## src/rtl/dmem_arbiter.sv

```systemverilog
// dmem_arbiter: two-port arbiter/sequencer in front of the word-addressed data memory.
// Port 0 (load/store unit) normally wins. Port 1 (DMA/debug) is forced through after
// STARVE_LIMIT consecutive denied cycles. Load data is registered into a one-cycle-later
// response to the port that was granted.
// Optional feature: define DMEM_ARB_LOCK_EN to let a port take ownership with reqN_lock_i.
module dmem_arbiter #(
  parameter int unsigned ADDR_W       = 32,
  parameter int unsigned STARVE_LIMIT = 8,
  parameter int unsigned CNT_W        = 4
) (
  input  logic              clk,
  input  logic              rst_n,
  input  logic              req0_valid_i,
  output logic              req0_ready_o,
  input  logic [3:0]        req0_wmem_i,
  input  logic [4:0]        req0_rmem_i,
  input  logic [ADDR_W-1:0] req0_addr_i,
  input  logic [31:0]       req0_wdata_i,
  input  logic              req0_lock_i,
  output logic              rsp0_valid_o,
  output logic [31:0]       rsp0_data_o,
  input  logic              req1_valid_i,
  output logic              req1_ready_o,
  input  logic [3:0]        req1_wmem_i,
  input  logic [4:0]        req1_rmem_i,
  input  logic [ADDR_W-1:0] req1_addr_i,
  input  logic [31:0]       req1_wdata_i,
  input  logic              req1_lock_i,
  output logic              rsp1_valid_o,
  output logic [31:0]       rsp1_data_o,
  output logic [3:0]        wmem_o,
  output logic [4:0]        rmem_o,
  output logic [ADDR_W-1:0] mem_addr_o,
  output logic [31:0]       store_data_o,
  input  logic [31:0]       load_data_i
);

  localparam logic [CNT_W-1:0] StarveMax = CNT_W'(STARVE_LIMIT);

  logic             gnt0, gnt1;
  logic             owned0, owned1;
  logic             starve_hit;
  logic [CNT_W-1:0] starve_q, starve_d;
  logic             rsp0_valid_q, rsp1_valid_q;
  logic [31:0]      rsp0_data_q, rsp1_data_q;

  assign starve_hit = (starve_q == StarveMax);

`ifdef DMEM_ARB_LOCK_EN
  typedef enum logic [1:0] {OwnNone, Own0, Own1} owner_e;
  owner_e owner_q, owner_d;

  // Ownership only counts while the owner is still requesting; a dropped valid frees
  // the other port in the same cycle so no bubble is inserted.
  assign owned0 = (owner_q == Own0) && req0_valid_i;
  assign owned1 = (owner_q == Own1) && req1_valid_i;

  // Owner next state: a granted transfer sets or clears ownership by its lock bit
  always_comb begin
    owner_d = owner_q;
    if ((owner_q == Own0 && !req0_valid_i) || (owner_q == Own1 && !req1_valid_i)) begin
      owner_d = OwnNone;
    end
    if (gnt0) begin
      owner_d = req0_lock_i ? Own0 : OwnNone;
    end else if (gnt1) begin
      owner_d = req1_lock_i ? Own1 : OwnNone;
    end
  end

  // Owner state register
  always_ff @(posedge clk or negedge rst_n) begin
    if (!rst_n) begin
      owner_q <= OwnNone;
    end else begin
      owner_q <= owner_d;
    end
  end
`else
  logic unused_lock;
  assign unused_lock = req0_lock_i ^ req1_lock_i;
  assign owned0      = 1'b0;
  assign owned1      = 1'b0;
`endif

  // Grant decision; everything is forced low while reset is asserted
  always_comb begin
    gnt0 = 1'b0;
    gnt1 = 1'b0;
    if (rst_n) begin
      gnt1 = req1_valid_i && !owned0 && (owned1 || !req0_valid_i || starve_hit);
      gnt0 = req0_valid_i && !gnt1 && !owned1;
    end
  end

  assign req0_ready_o = gnt0;
  assign req1_ready_o = gnt1;

  // Memory port mux: winner's fields pass unchanged, all zero when idle
  always_comb begin
    wmem_o       = '0;
    rmem_o       = '0;
    mem_addr_o   = '0;
    store_data_o = '0;
    if (gnt0) begin
      wmem_o       = req0_wmem_i;
      rmem_o       = req0_rmem_i;
      mem_addr_o   = req0_addr_i;
      store_data_o = req0_wdata_i;
    end else if (gnt1) begin
      wmem_o       = req1_wmem_i;
      rmem_o       = req1_rmem_i;
      mem_addr_o   = req1_addr_i;
      store_data_o = req1_wdata_i;
    end
  end

  // Starvation counter next state: counts denied port 1 cycles, saturating
  always_comb begin
    starve_d = starve_q;
    if (!req1_valid_i || gnt1) begin
      starve_d = '0;
    end else if (!starve_hit) begin
      starve_d = starve_q + CNT_W'(1);
    end
  end

  // Starvation counter and response registers
  always_ff @(posedge clk or negedge rst_n) begin
    if (!rst_n) begin
      starve_q     <= '0;
      rsp0_valid_q <= 1'b0;
      rsp1_valid_q <= 1'b0;
      rsp0_data_q  <= '0;
      rsp1_data_q  <= '0;
    end else begin
      starve_q     <= starve_d;
      rsp0_valid_q <= gnt0 && (req0_rmem_i != 5'd0);
      rsp1_valid_q <= gnt1 && (req1_rmem_i != 5'd0);
      if (gnt0 && (req0_rmem_i != 5'd0)) begin
        rsp0_data_q <= load_data_i;
      end
      if (gnt1 && (req1_rmem_i != 5'd0)) begin
        rsp1_data_q <= load_data_i;
      end
    end
  end

  assign rsp0_valid_o = rsp0_valid_q;
  assign rsp0_data_o  = rsp0_data_q;
  assign rsp1_valid_o = rsp1_valid_q;
  assign rsp1_data_o  = rsp1_data_q;

endmodule

```

## config.mk

```make
export PLATFORM = sky130hd
export DESIGN_NAME = dmem_arbiter
export DESIGN_NICKNAME = d
export VERILOG_FILES = /design/src/rtl/dmem_arbiter.sv
export SDC_FILE = /design/constraint.sdc
export NUM_CORES = 1
export LEC_CHECK = 0
export BUFFER_PORTS_ARGS = -buffer_cell sky130_fd_sc_hd__buf_2
export CORE_AREA = 10 10 117 119
export DETAILED_ROUTE_END_ITERATION = 10
export DIE_AREA = 0 0 127 129
export GPL_ROUTABILITY_DRIVEN = 0
export PLACE_DENSITY = 0.71
export SETUP_SLACK_MARGIN = 0.5
export SYNTH_ARGS = -nofsm -noshare
export SYNTH_HDL_FRONTEND = slang
export SYNTH_SLANG_ARGS = --single-unit
```

## constraint.sdc

```tcl
create_clock -name clk -period 3.2 [get_ports clk]
set_input_delay 0.8 -clock clk [delete_from_list [all_inputs] [get_ports clk]]
set_output_delay 0.8 -clock clk [all_outputs]
set_load 0.01 [all_outputs]
```

==> results of run 1 <==
cell families (layout without fill, tap and decap cells):
logic type,count (synthesis),after routing
buffers and inverters,27,356
muxes,64,64
adders and majority gates,2,2
AOI/OAI and AO/OA,78,78
other,0,3
and+or+nand+nor,12,12
xor gates and xnor gates,3,3
DFF,70,70
repair_timing:
action                                  in CTS  in global routing
gates cloned                                 1                  2
buffers inserted                             2                  2
pin swaps                                    0                  2
gates resized for setup                     18                  0
endpoints found under the setup margin      74                 73
hold buffers                                 0                  0
layer usage:
metal  track usage, %  up-vias  wire [microns]
met3             8.75       28            1690
met2             36.9      197            9760
met5                0        -              31
met1             19.7     1798            5930
met4             6.03        4             363
li1                 -     1630               -
power groups by stage:
stage / Sequential [mW] / Clock (mW) / Combinational [mW]
6_report: 1.12 / 1.06 / 0.872
3_5_place_dp: 1.13 / 0 / 0.852
3_3_place_gp: 1.12 / 0 / 0.837
2_1_floorplan: 1.20 / 0 / 0.367
5_1_grt: 1.14 / 1.14 / 0.934
4_1_cts: 1.12 / 1.10 / 0.878
sequential cells by signal, summed over array words and instances, names as in the netlist:
signal	count
rsp1_valid_o	1
starve_q	4
rsp0_valid_o	1
rsp0_data_o	32
rsp1_data_o	32
through the flow:
stage / std cells / hold slack, ns / total power, mW
6_report: 731 / 0.504 / 3.05
5_1_grt: 730 / 0.519 / 3.21
4_1_cts: 724 / 0.505 / 3.09
3_5_place_dp: 705 / 0.486 / 1.98
3_3_place_gp: 705 / 0.485 / 1.96
2_1_floorplan: 256 / 0.504 / 1.56
cells in the final DEF (no fill, tap or decap), types with 2 or more instances in the layout:
cell type	synthesis	routed
a22o_1	72	72
buf_12	6	7
buf_2	6	322
buf_4	0	5
bufinv_16	0	2
clkbuf_16	0	11
clkinvlp_4	0	2
dfrtp_1	70	70
diode_2	0	3
inv_2	0	2
mux2_2	6	6
mux2_4	58	58
nand2_1	2	2
nor2_1	5	5
o21a_2	0	2
or4_1	2	2
xor2_1	2	2
path summary, 6_finish.rpt:
path,to,depth (start not counted)
worst min-delay path,rsp0_data_o[31],1
worst max register to register,rsp1_data_o[31],9
worst min register to register,rsp0_data_o[31],1
worst max-delay path,store_data_o[28],7
min in group asynchronous,rsp0_data_o[21],2
max in group asynchronous,starve_q[3],3
cell type report:
cell class / count / area, sq um
Clock inverter: 7 / 97.6
Multi-Input combinational cell: 159 / 1770
Sequential cell: 70 / 1750
Antenna cell: 3 / 7.51
Timing Repair Buffer: 337 / 1870
Tap cell: 143 / 179
Clock buffer: 9 / 225
Fill cell: 1002 / 5410
Inverter: 3 / 11.3
critical path: cells and delay by family (launching register included):
kind | cells | cell delay [ns]
AOI/OAI and AO/OA | 2 | 0.51
buffers and inverters | 3 | 0.40
DFF | 1 | 0.39
adders and majority gates | 1 | 0.13
and+or+nand+nor | 1 | 0.10
==> results.md, run 1 <==
- Status: finished, final reports clean
- Reg2reg start: starve_q[1]
- H-tree level count: 3
- Vias: 3657
- Final min period: 2.68 ns
- Critical path, cell by cell: inv_2 -> ha_4 -> nand3b_4 -> o211a_4 -> buf_12 -> a22o_1 -> buf_2
- Net switching power figure: ~0.85 mW
- Worst Setup SP: starve_q[1]
- Worst path max stage delay: slightly below 0.4 ns
- Max Clk Rate: 374 MHz
- Synth Area in Compound Gates: 18.2%
- Nature of the critical path endpoint: output pin
- Crit-path slowest cell: dfrtp_1
- Number of synthesized register bits: 70
- Post-DP HPWL: 14500 microns
- Post-synthesis mux area share: 25.3%
- Sequential share of the synthesized area: 47.2%
- Cell internal pwr: 2.20 mW
- WL/cell: between 20 and 25 microns
- Port Buffers: 322
- # setup viols final: 0
- Synth Area per Inst: about 14 sq um
- Sequential Power Share: approximately 37%
- CTS root buf: clkbuf_16
- Most instantiated library cell after synthesis: a22o_1
- Share of the synthesized area in the top cell type: 47.2%
- Largest net degree at the start of global routing: 49
- Layout cells sized above 1: 72.8%
- Setup_tns: 0 ns
- # rows: 39
- CP arrival: roughly 1.9 ns
- Pleak: roughly 3.3 nW
- RSZ-0062 raised after global routing: true
- Clock power frac: 34.8%
- Detailed Route WL: between 15000 and 20000 microns
- I/O pin count: 325
- Syn nets: 442
- First DRT Iteration DRCs: 239
- Area after DPL: 5390 sq um
- Post-synthesis simple-gate area fraction: 1.96%
- Adder-Cell Fraction of Synth Area: 0.674%
- Area growth syn-to-layout: 59.3%
- CTS Buf Count: 9
- First-pass detailed-route iteration total: 4
- Worst hold start: rsp0_data_o[31]
- Max-slew headroom: 58.4%
- Cells after synthesis: 256
- Sw Share: 27.9%
- CP required: 2.40 ns
- Synth unique cells: 23
- Max Slew Vio Count: 0
- Cell area power density: around 520 nW/um^2
- Post-synth EDFFs: 0
- Clock Skew: 0.00543 ns
- Synthesized area: roughly 3700 sq um
- Maximum clock path buffer count: 2
- Final antenna-violating net count: 0
- Antenna violations before repair: 7
- CTS tree: yes
- Top cells by area, synth: dfrtp_1 (47%), mux2_4 (23%), a22o_1 (17%)
- Pre-CTS WS: 0.484 ns
- Clk Latency, worst-skew pair: 0.33 ns
- Startpoint Class: register
- Endpoints failing hold: 0
- Area leader, netlist: dfrtp_1
- Worst min path class: reg2reg
- Drt drc: 0
- Final Worst Setup Slack: 0.525 ns
- Gr usage total: about a fifth
- Reg clk slew, reported paths: approximately 0.060 ns
- Nets: 766
- Final period utilization: 83.6%
- Chip width: 127 microns
- Vias per Instance: 5.00
- Xor and xnor fraction of the mapped netlist area: less than 1%
- Critical path type: reg2out
- Commonest cells post-synth: a22o_1 (72), dfrtp_1 (70), mux2_4 (58)
- R2R Setup Slk: 1.10 ns
- Worst slew pin tran: 0.624 ns
- Die area: 16400 sq um
- CP max FO: 31
- Max Cap Violations: 0
- Fin area: 5910 sq um
- First-pass GRT wire length: 25100 microns
- Clock sink count: 70
- Max VDD drop: roughly 0.42 mV
- Synth warn: 0
- FFs w/ async S/R, synth: 100%
- Die H: 129 microns
- Logic gate share of total power: 28.6%
- Vias in the first global route: 4041
- Final core utilization: 52.2%
- Core Box Area: 11300 sq um
- Grt ovf: 0
- Initial core utilization: 32.8%
- Top_reg_cell synth: dfrtp_1
- Largest family of logic cells by synthesized area: multiplexers
No activity file was read; power rests on OpenSTA's default activity.
==> run 2, diff against run 1 <==
CORE_AREA = 10 10 119 121   (was 10 10 117 119)
DIE_AREA = 0 0 129 131   (was 0 0 127 129)
PLACE_DENSITY = 0.69   (was 0.71)
clock period = 2.6 ns   (was 3.2 ns; I/O delays follow)
==> run 2 against run 1 <==
Against the previous run: cell count is 1.5% higher; count of clock-buffer cells in the layout is 3 higher; total power is 28% higher; first-iteration DRC count is 30% lower; largest power group unchanged.
==> results.md, run 2 (synthesized netlist as in run 1, its figures left out) <==
- Status: finished, final reports clean
- Area of the multi-input gates: 1790 sq um
- Die H: 131 microns
- Nets: 773
- # setup viols final: 0
- WL/cell: 24.1 microns
- First-pass detailed-route iteration total: 4
- Reg clk slew, reported paths: ~0.060 ns
- R2r worst-path depth: 9
- CTS Hold Bufs: 0
- Worst hold start: rsp0_data_o[4]
- Final antenna-violating net count: 0
- Pleak: approximately 3.4 nW
- Endpoint, Worst Hold: rsp0_data_o[4]
- WHS Path Cells: 1
- Max Cap Violations: 0
- Reg2reg start: starve_q[1]
- Cell area power density: 622 nW/um^2
- CP arrival: 1.90 ns
- Initial core utilization: 31.4%
- Antenna violations before repair: 9
- # fillers: 1023
- Max Clk Rate: 392 MHz
- Sequential Power Share: 35.3%
- Core Box Area: 11800 sq um
- Vias in the first global route: ~4.0k
- CTS Buf Count: 9
- Drt drc: 0
- Critical path, cell by cell: inv_2 -> ha_4 -> nand3b_4 -> o211a_4 -> buf_12 -> a22o_1 -> buf_2
- Sw Share: 27.3%
- Gr usage total: 19.5%
- WP buf/inv: 3
- Worst slew pin tran: 0.884 ns
- CTS tree: yes
- Clock Skew: 0.00365 ns
- Clock power frac: 35.5%
- Vias per Instance: 4.98
- Final period utilization: a little over nine tenths
- Detailed Route WL: about 18000 microns
- Most frequent cells in the layout: buf_2 (304), a22o_1 (72), dfrtp_1 (70)
- Port Buffers: 322
- Worst min path class: reg2reg
- R2R Path End: rsp1_data_o[9]
- Grt ovf: 0
- I/O pin count: between 300 and 400
- # rows: 40
- CTS root buf: clkbuf_16
- Vias: 3692
- CP required: slightly below 2 ns
- Die area: between 15000 and 20000 sq um
- Max Slew Vio Count: 0
- Post-DP HPWL: between 10000 and 15000 microns
- Net switching power figure: 1.07 mW
- Largest net degree at the start of global routing: 71
- Critical path's top delay family: compound AO/OA/AOI/OAI gates
- Worst path max stage delay: 0.40 ns
- Most common cell after layout, fill and taps aside: buf_2
- First DRT Iteration DRCs: 168
- Startpoint Class: register
- Logic gate share of total power: 29.2%
- Critical path type: reg2out
- First-pass GRT wire length: about 25000 microns
- Clock sink count: 70
- Cell internal pwr: between 2 and 3 mW
- Final min period: between 2 and 3 ns
- Endpoints failing hold: 0
- Max-slew headroom: a little over 40%
- Layout cells sized above 1: 73.1%
- Maximum clock path buffer count: 2
- Final core utilization: a little over half
- Area growth syn-to-layout: 68.8%
- Max VDD drop: 0.268 mV
- Chip width: around 130 microns
- R2R Setup Slk: approximately 0.47 ns
- Clk Latency, worst-skew pair: 0.33 ns
- RSZ-0062 raised after global routing: true
- Reg area: 1750 sq um
- Crit-path slowest cell: dfrtp_1
- Worst hold margin: 0.499 ns
- CP max FO: 19
- Nature of the critical path endpoint: output pin
- H-tree level count: 3
## run 2: cell count changes in the layout (fill, tap and decap cells not counted), sizes merged
cell	before	now
buf	335	339
bufbuf	0	1
clkbuf	11	16
clkinv	2	0
clkinvlp	2	1
## run 2: worst max-delay path by stage
stage	from	endpoint	depth (start not counted)
after CTS	starve_q[1]	mem_addr_o[17]	7
after global routing	starve_q[0]	rmem_o[3]	8
final	starve_q[1]	mem_addr_o[17]	7
after floorplan	starve_q[0]	mem_addr_o[13]	7
after global placement	rst_n	mem_addr_o[17]	6
after detailed placement	rst_n	mem_addr_o[17]	6
## run 2: power groups by stage
stage / sequential [mW] / combinational [mW] / clock, mW
after floorplan: 1.47 / 0.459 / 0
after global placement: 1.38 / 1.03 / 0
after detailed placement: 1.39 / 1.04 / 0
after CTS: 1.38 / 1.11 / 1.41
after global routing: 1.40 / 1.21 / 1.46
final: 1.38 / 1.14 / 1.38
## run 2: what timing repair did
action                                  in CTS  in global routing
cloned                                       7                  4
resized for setup                           13                 21
pin swaps                                    3                  0
setup buffers                                5                  1
endpoints found under the setup margin     139                122
## run 2: through the flow
step	instance area [sq um]	setup TNS (ns)	setup WS (ns)	cells	total power, mW
2_1_floorplan	3750	0	0.434	256	1.93
3_3_place_gp	5410	0	0.265	706	2.41
3_5_place_dp	5410	0	0.223	706	2.44
4_1_cts	6030	0	0.0467	734	3.90
5_1_grt	6260	-0.0444	-0.0138	740	4.07
6_report	6260	0	0.0496	742	3.90
## run 2: layer usage
layer	global-route usage (%)	up-vias	share of wire, %
met3	9.87	33	11
met5	0	-	0.38
met4	5.95	10	1.6
met1	20.2	1811	35
li1	-	1649	-
met2	33.8	189	52
## run 2: layout make-up
| class | count | area share (%) |
|---|---|---|
| clock inverter | 4 | 1.22 |
| multi-input combinational | 159 | 28.6 |
| timing repair buffer | 344 | 34.7 |
| sequential | 70 | 28.0 |
| inverter | 3 | 0.180 |
| tap | 147 | 2.94 |
| clock buffer | 12 | 4.25 |
| antenna | 3 | 0.120 |
==> run 3, diff against run 2 <==
CELL_PAD_IN_SITES_DETAIL_PLACEMENT = 1   (was unset)
CELL_PAD_IN_SITES_GLOBAL_PLACEMENT = 1   (was unset)
CORE_AREA = unset   (was 10 10 119 121)
CORE_MARGIN = 10   (was unset)
CORE_UTILIZATION = 27   (was unset)
DIE_AREA = unset   (was 0 0 129 131)
PLACE_DENSITY = unset   (was 0.69)
PLACE_DENSITY_LB_ADDON = 0.1   (was unset)
==> run 3 against run 2 <==
Against the previous run: critical path depth unchanged; global-route usage decreased by 1.5 points; hold slack better by 0.0040 ns; sequential share of layout area shrank 1.1 points; fmax fell by 0.40%; first-iteration DRC count is 12% lower; critical endpoint is now store_data_o[17]; highest routed layer unchanged.
==> results.md, run 3 (synthesized netlist as in run 1, its figures left out) <==
- Die area: 18800 sq um
- Most common cell after layout, fill and taps aside: buf_2
- Grt ovf: 0
- Max Cap Violations: 0
- Startpoint Class: register
- Sequential Power Share: between 30% and 40%
- Gr usage total: about 18%
- CTS tree: yes
- Area growth syn-to-layout: 75.5%
- Clock Skew: 0.00663 ns
- Critical path type: reg2out
- CTS Hold Bufs: 0
- Pre-CTS WS: around 0.22 ns
- First-pass GRT wire length: 25500 microns
- First-pass detailed-route iteration total: 4
- Vias per Instance: between 4 and 5
- Maximum clock path buffer count: 2
- Crit-path slowest cell: dfrtp_1
- H-tree level count: 3
- Final antenna-violating net count: 0
- # setup viols final: 0
- Port Buffers: between 300 and 400
- Net switching power figure: 1.09 mW
- Nature of the critical path endpoint: output pin
- Layout cells sized above 1: roughly 74%
- Worst slew pin tran: 0.904 ns
- Sw Share: around 27%
- Endpoints failing hold: 0
- Worst hold start: rsp0_data_o[1]
- Reg2reg start: starve_q[0]
- Max VDD drop: 0.303 mV
- Nets: 787
- Die H: 137 microns
- Worst hold margin: 0.503 ns
- Total Power: 3.99 mW
- RSZ-0062 raised after global routing: true
- Post-DP HPWL: 14700 microns
- Pleak: 3.50 nW
- Status: finished, final reports clean
- Worst min path class: reg2reg
- Initial core utilization: 27.8%
- Logic gate share of total power: 29.5%
- First DRT Iteration DRCs: roughly 150
- Setup_tns: 0 ns
- CTS Buf Count: 9
- Final min period: 2.56 ns
- Chip width: about 140 microns
- Final period utilization: 98.5%
- Cell area power density: 612 nW/um^2
- CP required: 1.95 ns
- Most frequent cells in the layout: buf_2 (296), a22o_1 (70), dfrtp_1 (70)
- Max Clk Rate: 391 MHz
- Antenna violations before repair: 10
- CP max FO: 21
- Max Slew Vio Count: 0
- Worst Setup SP: starve_q[0]
- Reg clk slew, reported paths: 0.06 ns
- Final core utilization: 48.8%
- Critical path, cell by cell: inv_2 -> ha_4 -> nand3b_4 -> o211a_4 -> buf_12 -> a22o_4 -> buf_2
- Max-slew headroom: around two fifths
- Detailed Route WL: between 15000 and 20000 microns
- R2R Setup Slk: 0.32 ns
- Vias in the first global route: 3971
- Clk Latency, worst-skew pair: 0.33 ns
- Clock sink count: 70
- Final Worst Setup Slack: 0.0394 ns
- Clock power frac: 35.9%
- I/O pin count: 325
- CTS root buf: clkbuf_16
- Worst path max stage delay: between 0.3 and 0.4 ns
- CP arrival: 1.91 ns
- Core Box Area: 13300 sq um
- # rows: 42
- Drt drc: 0
- WL/cell: 24.9 microns
- Largest net degree at the start of global routing: 71
- Vias: approximately 3.8k
- Cell internal pwr: 2.90 mW
## run 3: final timing paths
| path | endpoint | depth (start not counted) |
|---|---|---|
| setup / recovery | store_data_o[17] | 7 |
| hold / removal | rsp0_data_o[1] | 1 |
| setup reg to reg | rsp1_data_o[3] | 12 |
| hold reg to reg | rsp0_data_o[1] | 1 |
| max in group asynchronous | rsp0_data_o[5] | 2 |
| min in group asynchronous | rsp0_data_o[1] | 2 |
## run 3: area by class of cell
type                       instances  area, sq um
antenna                            4         10.0
sequential                        70         1750
timing repair buffer             358         2360
inverter                           3         11.3
clock inverter                     5          106
fill                            1490         6840
tap                              176          220
multi-input combinational        159         1810
clock buffer                      11          243
## run 3: timing repair
action                     4_1_cts  5_1_grt
cloned                           3        9
hold endpoints to repair         0        0
pin swaps                        3       16
setup buffers                    6        9
gates resized for setup         18       37
setup endpoints to repair      139      119
## run 3: metal layers
metal	GRT usage (%)	wire length, microns
met1	19.5	7140
met2	30.5	10100
met3	8.38	1990
met4	5.62	314
met5	0	87
## run 3: critical path, delay by kind of cell (launching register included)
kind	cells	cell delay (ns)
AO/OA/AOI/OAI	2	0.54
adder cells (fa/ha/maj)	1	0.14
buffers and inverters	3	0.40
flip-flops	1	0.39
AND/OR/NAND/NOR	1	0.11
## run 3: power groups by stage
stage / sequential [mW] / combinational, mW / clock, mW
2_1_floorplan: 1.47 / 0.459 / 0
3_3_place_gp: 1.38 / 1.05 / 0
3_5_place_dp: 1.40 / 1.07 / 0
4_1_cts: 1.38 / 1.12 / 1.46
5_1_grt: 1.41 / 1.25 / 1.51
6_report: 1.38 / 1.18 / 1.43
## run 3: metrics by stage
stage	instances	cell area (sq um)
2_1_floorplan	256	3750
3_3_place_gp	739	5490
3_5_place_dp	739	5490
4_1_cts	764	6040
5_1_grt	784	6510
6_report	786	6510
